`src/rtl/dma16_if.sv`:
```
// Signal bundle for dma16: CPU register window, hold/busy bus grant and the shared memory bus.
// master = engine side, slave = system side (CPU decode, bus mux, memory).
interface dma16_if;
  logic        cfg_sel;
  logic [1:0]  cfg_addr;
  logic [15:0] cfg_din;
  logic        cfg_we;
  logic [15:0] cfg_dout;
  logic        hold;
  logic        busy;
  logic        dma_active;
  logic [15:0] dma_addr;
  logic [15:0] dma_din;
  logic [15:0] dma_dout;
  logic        dma_we;
  logic        irq;

  modport master (
    input  cfg_sel, cfg_addr, cfg_din, cfg_we, busy, dma_din,
    output cfg_dout, hold, dma_active, dma_addr, dma_dout, dma_we, irq
  );

  modport slave (
    output cfg_sel, cfg_addr, cfg_din, cfg_we, busy, dma_din,
    input  cfg_dout, hold, dma_active, dma_addr, dma_dout, dma_we, irq
  );
endinterface

```
`src/rtl/dma16.sv`:
```
// dma16: block-copy engine; 3 cycles/word (1 in fill mode, built only with `DMA_FILL_EN), cfg_dout 1-cycle read.
// Backpressure: stalls in REQ while busy=1; once granted the bus is kept until the last word is written.
module dma16 (
  input  logic    clk,
  input  logic    reset_n,
  dma16_if.master bus
);

  typedef enum logic [2:0] {
    S_IDLE, S_REQ, S_READ, S_CAPTURE, S_WRITE, S_DONE
  } state_t;

  state_t      state_q, state_d;
  logic [15:0] src_q, dst_q, len_q;
  logic [15:0] dout_q, cfg_dout_q, rd_dat;
  logic        done_q, irq_q;
  logic        run, cfg_wr, ctrl_wr, start, start_go, start_zero, last_word;
  logic        fill_q, fill_start;
  logic        hold, active, we;
  logic [15:0] addr;

  assign run        = (state_q != S_IDLE);
  assign cfg_wr     = bus.cfg_sel & bus.cfg_we & ~run;
  assign ctrl_wr    = cfg_wr & (bus.cfg_addr == 2'd3);
  assign start      = ctrl_wr & bus.cfg_din[0];
  assign start_go   = start & (len_q != 16'd0);
  assign start_zero = start & (len_q == 16'd0);
  assign last_word  = (len_q == 16'd1);

`ifdef DMA_FILL_EN
  // Fill pattern is SRC itself, frozen into the write-data register at start.
  assign fill_start = start_go & bus.cfg_din[1];

  always_ff @(posedge clk or negedge reset_n) begin
    if (!reset_n) begin
      fill_q <= 1'b0;
    end else if (ctrl_wr) begin
      fill_q <= bus.cfg_din[1];
    end
  end
`else
  assign fill_start = 1'b0;
  assign fill_q     = 1'b0;
`endif

  // Bus outputs decode straight from state so reset removes them without waiting for a clock.
  always_comb begin
    state_d = state_q;
    hold    = 1'b0;
    active  = 1'b0;
    we      = 1'b0;
    addr    = 16'd0;
    case (state_q)
      S_IDLE: begin
        if (start_go) state_d = S_REQ;
      end
      S_REQ: begin
        hold = 1'b1;
        if (!bus.busy) state_d = fill_q ? S_WRITE : S_READ;
      end
      S_READ: begin
        hold    = 1'b1;
        active  = 1'b1;
        addr    = src_q;
        state_d = S_CAPTURE;
      end
      S_CAPTURE: begin
        hold    = 1'b1;
        active  = 1'b1;
        addr    = src_q;
        state_d = S_WRITE;
      end
      S_WRITE: begin
        hold   = 1'b1;
        active = 1'b1;
        we     = 1'b1;
        addr   = dst_q;
        if (last_word)   state_d = S_DONE;
        else if (fill_q) state_d = S_WRITE;
        else             state_d = S_READ;
      end
      S_DONE: begin
        state_d = S_IDLE;
      end
      default: begin
        state_d = S_IDLE;
      end
    endcase
  end

  always_comb begin
    rd_dat = 16'd0;
    case (bus.cfg_addr)
      2'd0:    rd_dat = src_q;
      2'd1:    rd_dat = dst_q;
      2'd2:    rd_dat = len_q;
      default: rd_dat = {13'd0, fill_q, done_q, run};
    endcase
  end

  always_ff @(posedge clk or negedge reset_n) begin
    if (!reset_n) begin
      state_q    <= S_IDLE;
      src_q      <= 16'd0;
      dst_q      <= 16'd0;
      len_q      <= 16'd0;
      dout_q     <= 16'd0;
      cfg_dout_q <= 16'd0;
      done_q     <= 1'b0;
      irq_q      <= 1'b0;
    end else begin
      state_q <= state_d;
      irq_q   <= (state_d == S_DONE) | start_zero;

      if (cfg_wr) begin
        case (bus.cfg_addr)
          2'd0:    src_q  <= bus.cfg_din;
          2'd1:    dst_q  <= bus.cfg_din;
          2'd2:    len_q  <= bus.cfg_din;
          default: done_q <= start_zero;
        endcase
      end

      // cfg_wr is blocked while running, so this never collides with the CTRL clear above.
      if (state_q == S_DONE) done_q <= 1'b1;

      if (state_q == S_CAPTURE) dout_q <= bus.dma_din;
      if (fill_start)           dout_q <= src_q;

      if (state_q == S_WRITE) begin
        if (!fill_q) src_q <= src_q + 16'd1;
        dst_q <= dst_q + 16'd1;
        len_q <= len_q - 16'd1;
      end

      if (bus.cfg_sel && !bus.cfg_we) cfg_dout_q <= rd_dat;
    end
  end

  assign bus.hold       = hold;
  assign bus.dma_active = active;
  assign bus.dma_we     = we;
  assign bus.dma_addr   = addr;
  assign bus.dma_dout   = dout_q;
  assign bus.cfg_dout   = cfg_dout_q;
  assign bus.irq        = irq_q;

endmodule

```
`src/flat_wrapper.sv`:
```
// flat-port wrapper written by rule: the top's interface ports become plain ports
module dma16_flat 
  (clk, reset_n, bus_cfg_sel, bus_cfg_addr, bus_cfg_din, bus_cfg_we, bus_busy, bus_dma_din, bus_cfg_dout, bus_hold, bus_dma_active, bus_dma_addr, bus_dma_dout, bus_dma_we, bus_irq);
  dma16_if bus_i ();
  input  logic clk;
  input  logic reset_n;
  input wire logic [$bits(bus_i.cfg_sel)-1:0] bus_cfg_sel;
  input wire logic [$bits(bus_i.cfg_addr)-1:0] bus_cfg_addr;
  input wire logic [$bits(bus_i.cfg_din)-1:0] bus_cfg_din;
  input wire logic [$bits(bus_i.cfg_we)-1:0] bus_cfg_we;
  input wire logic [$bits(bus_i.busy)-1:0] bus_busy;
  input wire logic [$bits(bus_i.dma_din)-1:0] bus_dma_din;
  output wire logic [$bits(bus_i.cfg_dout)-1:0] bus_cfg_dout;
  output wire logic [$bits(bus_i.hold)-1:0] bus_hold;
  output wire logic [$bits(bus_i.dma_active)-1:0] bus_dma_active;
  output wire logic [$bits(bus_i.dma_addr)-1:0] bus_dma_addr;
  output wire logic [$bits(bus_i.dma_dout)-1:0] bus_dma_dout;
  output wire logic [$bits(bus_i.dma_we)-1:0] bus_dma_we;
  output wire logic [$bits(bus_i.irq)-1:0] bus_irq;
  assign bus_i.cfg_sel = bus_cfg_sel;
  assign bus_i.cfg_addr = bus_cfg_addr;
  assign bus_i.cfg_din = bus_cfg_din;
  assign bus_i.cfg_we = bus_cfg_we;
  assign bus_i.busy = bus_busy;
  assign bus_i.dma_din = bus_dma_din;
  assign bus_cfg_dout = bus_i.cfg_dout;
  assign bus_hold = bus_i.hold;
  assign bus_dma_active = bus_i.dma_active;
  assign bus_dma_addr = bus_i.dma_addr;
  assign bus_dma_dout = bus_i.dma_dout;
  assign bus_dma_we = bus_i.dma_we;
  assign bus_irq = bus_i.irq;
  dma16 u_core (.clk(clk), .reset_n(reset_n), .bus(bus_i));
endmodule
```
`config.mk`:
```
export PLATFORM = sky130hd
export DESIGN_NAME = dma16_flat
export DESIGN_NICKNAME = d
export VERILOG_FILES = /design/src/rtl/dma16_if.sv /design/src/rtl/dma16.sv /design/src/flat_wrapper.sv
export SDC_FILE = /design/constraint.sdc
export NUM_CORES = 1
export LEC_CHECK = 0
export BUFFER_PORTS_ARGS = -buffer_cell sky130_fd_sc_hd__buf_4
export CORE_MARGIN = 8
export CORE_UTILIZATION = 30
export CTS_BUF_LIST = sky130_fd_sc_hd__clkbuf_8
export DETAILED_ROUTE_END_ITERATION = 10
export MAX_ROUTING_LAYER = met4
export PLACE_DENSITY_LB_ADDON = 0.15
export SETUP_SLACK_MARGIN = 0.05
export SYNTH_ARGS = -nofsm -noshare
export SYNTH_HDL_FRONTEND = slang
export SYNTH_SLANG_ARGS = --single-unit
```
`constraint.sdc`:
```
create_clock -name clk -period 2.3 [get_ports clk]
set_clock_uncertainty 0.1 [all_clocks]
set_input_delay 0.115 -clock clk [delete_from_list [all_inputs] [get_ports clk]]
set_output_delay 0.115 -clock clk [all_outputs]
set_load 0.02 [all_outputs]
```
* Word level (Yosys, flattened, before mapping)
Cells that the tools add are included. Widths: inputs -> output; s select.
Cells by class: bitwise operators 8, equality and inequality tests 11, multiplexer cells 21, reductions and logical operators 20, add/sub/neg operators 3
Operators by type and width (number):
- $mux 16 | 9
- $pmux 16 s3 | 1
- $add 16x1->16 const B | 2
- $pmux 16 s2 | 1
- $eq 16x1->1 const B | 1
- $logic_not 16->1 | 1
- $reduce_bool 16->1 | 1
- $sub 16x1->16 const B | 1
- $pmux 3 s5 | 1
- $reduce_bool 2->1 | 5
- $eq 3x3->1 const B | 3
- $mux 3 | 3
- $reduce_and 2->1 | 4
- $and 1x1->1 | 6
- $eq 3x2->1 const B | 2
- $mux 1 | 6
- $reduce_or 3->1 | 2
- $eq 2x2->1 const B | 2
- $reduce_or 4->1 | 1
- $eq 3x1->1 const B | 1
- $logic_not 3->1 | 1
- $reduce_bool 3->1 | 1
- $eq 2x1->1 const B | 1
- $logic_not 2->1 | 1
- 6 further kinds | 6
Storage, ports and cells: output and inout port bits 52, register bits 85, bits of input ports 39

* Longest topological paths before layout
depth in word-level cells 10, gate-level depth with buffers 9

* Least setup slack after synthesis
No wires, ideal clock.
kind reg-to-output, start point register u_core.state_q[0], end point output port bus_dma_addr[10], arrival 1893 ps, stages on the path, launching flop included 8, setup slack 192 ps, buffers on the path 4, cells stage by stage dfrtp_1 > buf_6 > or3b_1 > buf_2 > inv_2 > buf_4 > clkbuf_1 > a22o_1
Between the ends: longest elaborated chain between the ends 3, elaborated cells between the ends (all ways) 5
RTL lines:
- start, declared | RTL line dma16.sv:13 | state_t state_q, state_d;
- start signal, assigned | RTL line dma16.sv:112 | state_q <= state_d;
- $eq 3x2->1 | RTL line dma16.sv:53 | case (state_q)
- $reduce_or 2->1 (no source line)
- $pmux 16 s2 * | RTL line dma16.sv:53
- end, declared | RTL line flat_wrapper.sv:16 | output wire logic [$bits(bus_i.dma_addr)-1:0] bus_dma_addr;
Every way passes the cells marked *; elsewhere a longest branch is shown, timed or not.

* Worst setup path after layout
start point register u_core.state_q[1], end point output port bus_dma_addr[6]
Same word-level chain as after synthesis.

==> impl_metrics.csv <==
group,metric,value,unit
worst_setup_path,cp.arrival,1960,ps
detailed_routing,via_count,4740,
worst_setup_path,cpMaxStageDelayCell,"dfrtp_2",
yosys,yosysMostFrequentCell,"dfrtp_1",
sta,hold_viol_final,0,
cells_and_area,final_area,6480,sq um
global_route,track_usage,16.59,%
worst_setup_path,cpMostUsedCell,"buf_4",
global_route,grt_pass1_wl,25730,um
global_route,grt_overflow,0,
yosys,synth_area_leaders,"dfrtp_1, a21oi_1, mux2_2",
worst_setup_path,worstPathRequired,2090,ps
yosys,yosysSeqAreaShare,43.55,%
sta,timing.fmax,460.3,MHz
detailed_routing,routed_wl,16470,um
worst_setup_path,path_cells,"or3b_4 -> inv_6 -> buf_4 -> a22o_1 -> buf_4",
worst_setup_path,cp_max_fo,13,
yosys,ys_ff_latch,85,
placed_design,placed_cell_area,5867,sq um
cells_and_area,fin_nets,694,
die,io_pins,91,
clocking,clock_sinks,85,
placed_design,io_buffers,90,
sta,slew_violations,0,
pwr,power.leakage,2.773,nW
sta,worstMarginPinSlew,783.7,ps
die,placementRows,46,
job,max-cap-violations,0,
global_route,grt_max_degree,44,
clocking,cts_buffers,9,
placed_design,place_congestion,0.8391,
sta,post-route-period-util,94.46,%
detailed_routing,initialDrtViolationCount,292,
yosys,yosysUniqueCellTypes,62,
yosys,yosysTopAreaCellShare,43.55,%
detailed_routing,drt-pass1-iter-count,5,
worst_setup_path,endpoint_kind,"output port",
worst_setup_path,start_kind,"register",
sta,tns,0,ps
sta,rsz0062_at_grt,"yes",
die,coreArea,15890,sq um
die,die_w,143.6,um
yosys,synth-edff-count,0,
die,initial_core_util,30.75,%
pwr,power_density,1190,nW/um^2
detailed_routing,drc,0,
outcome,status,"complete, no violations",
detailed_routing,wl_per_cell,18.89,um
worst_setup_path,timing.rr.end,"u_core.len_q[15]",
worst_setup_path,crit_type,"register to output port",
yosys,synth_common_cells,"dfrtp_1, nor2_1, a21oi_1, nand2_1, clkbuf_1",
cells_and_area,area_growth_syn_to_layout,32.66,%
worst_setup_path,reg2reg_depth,6,
worst_setup_path,max_stage_delay,470,ps
detailed_routing,ant_nets,0,
die,die_area,20620,sq um
clocking,cts_tree,"yes",
yosys,synthesis.area,4885,sq um
yosys,syn_area_per_cell,9.304,sq um
clocking,clk_pin_slew,100,ps
placed_design,dp_hpwl,12220,um
cells_and_area,drive_gt1_share,26.72,%
sta,period_needed,2173,ps
clocking,clk_latency,380,ps
worst_setup_path,endpoint,"bus_dma_addr[6]",
pwr,irDropWorstVdd,559.2,uV
detailed_routing,post_drt_via_cell_ratio,5.436,
yosys,yosysWarnings,0,
die,die-height,143.6,um
sta,setup_viol,0,
worst_setup_path,rr_startpoint,"u_core.state_q[0]",
yosys,yosys.area.top_type,"dfrtp_1",
worst_setup_path,rrSetupSlack,150,ps
global_route,grt_antenna_before_repair,1,
global_route,grt_pass1_vias,4684,
worst_setup_path,startpoint,"u_core.state_q[1]",
clocking,clockBufferDepth,2,
clocking,h-tree-depth,3,
clocking,cts.root.buffer_cell,"clkbuf_8",
worst_hold_path,hold_path.class,"primary input to asynchronous set/reset pin",
yosys,synth_async_sr_flop_share,100.0,%
yosys,netlist_instances,525,
yosys,ys.flop_type,"dfrtp_1",
sta,slew_headroom,47.76,%
yosys,postSynthNetCount,569,
cell usage in the layout, fill, tap and decap left out, types with 4 or more instances in the layout:
cell type      count
a21oi_1           50
o22ai_1            5
nand2b_1           4
and2_1             4
nor2b_1            4
a211oi_1           7
ha_1               4
nor4_1             9
inv_1             10
o221a_2            5
o21ai_0           16
a311oi_1           5
o32ai_1            4
nand2_1           39
nor2_1            56
clkbuf_8           9
inv_6              4
and4_1             5
dfrtp_1           83
o311ai_0           8
a22o_1            14
nor3_1            13
buf_4            118
nand4_1           12
mux2i_1           17
dlygate4sd3_1     33
mux2_2            19
o211ai_1           9
nand3_1           24
and3_1             9
layer usage:
layer | vias to the layer above | track usage, % | part of all wire, %
met5 | - | - | 0
met4 | 0 | 4.815 | 1.4
met3 | 15 | 3.882 | 5.9
met2 | 172 | 25.80 | 48
met1 | 2325 | 21.17 | 45
li1 | 2228 | - | -
how the worst min path moves through the flow:
stage	startpoint	endpoint	cells past startpoint
finish	reset_n	u_core.dst_q[10]	2
global route	reset_n	u_core.dst_q[8]	2
CTS	reset_n	u_core.len_q[6]	2
detailed placement	reset_n	u_core.dst_q[10]	1
global placement	reset_n	u_core.dst_q[10]	1
floorplan	reset_n	u_core.bus.cfg_dout[0]	0
flip-flops by register name (all words and copies together) (netlist names):
register,count
u_core.bus.dma_dout,16
u_core.done_q,1
u_core.state_q,3
u_core.bus.irq,1
u_core.len_q,16
u_core.src_q,16
u_core.dst_q,16
u_core.bus.cfg_dout,16
cell families (layout without fill, tap and decap cells):
kind of cell / Yosys count / after routing / share of synthesized area [%]
and+or+nand+nor: 199 / 199 / 20.59
AOI/OAI and AO/OA: 146 / 146 / 20.90
DFF: 85 / 85 / 43.55
buffers and inverters: 51 / 181 / 4.713
muxes: 38 / 38 / 8.786
adders and majority gates: 5 / 5 / 1.281
xor gates and xnor gates: 1 / 1 / 0.1793
other: 0 / 1 / 0
per-stage QoR:
| step | cells | setup WS (ps) | power [W] | hold WS [ps] | utilization [%] |
|---|---|---|---|---|---|
| floorplan | 525 | 191.7 | 0.004993 | -280.6 | - |
| global placement | 819 | 66.68 | 0.006442 | -110.9 | 36.93 |
| detailed placement | 819 | 28.05 | 0.006500 | -110.9 | 36.93 |
| CTS | 868 | 6.507 | 0.007725 | 17.12 | 40.37 |
| global route | 872 | 40.97 | 0.008263 | 43.20 | 40.79 |
| finish | 872 | 127.4 | 0.007713 | 40.29 | 40.79 |
area by class of cell:
type | count | area (sq um)
clock buffer | 9 | 123.9
clock inverter | 7 | 81.33
sequential | 85 | 2130
fill | 1638 | 9405
inverter | 11 | 46.29
multi-input combinational | 389 | 2545
timing repair buffer | 154 | 1281
antenna | 1 | 2.502
tap | 216 | 270.3
critical path, delay by kind of cell, from the launching register on:
family          cells  cell delay, ps
compound gates      1             180
simple gates        1             460
flops               1             470
buf+inv             3             450
power by group:
group	leakage (nW)	internal (W)	switching [W]	total (W)
registers	0.977	0.00215	0.000815	0.00296
clock network	0.101	0.000518	0.000634	0.00115
logic	1.70	0.00166	0.00194	0.00360
what timing repair did:
| action | 4_1_cts | 5_1_grt |
|---|---|---|
| hold buffers | 33 | 0 |
| setup endpoints to repair | 21 | 18 |
| pin swaps | 1 | 2 |
| hold endpoints to repair | 144 | 0 |
| gates resized for setup | 4 | 7 |
| setup buffers | 0 | 2 |
| gates cloned | 0 | 1 |
Power figures use the tool's default switching activity.
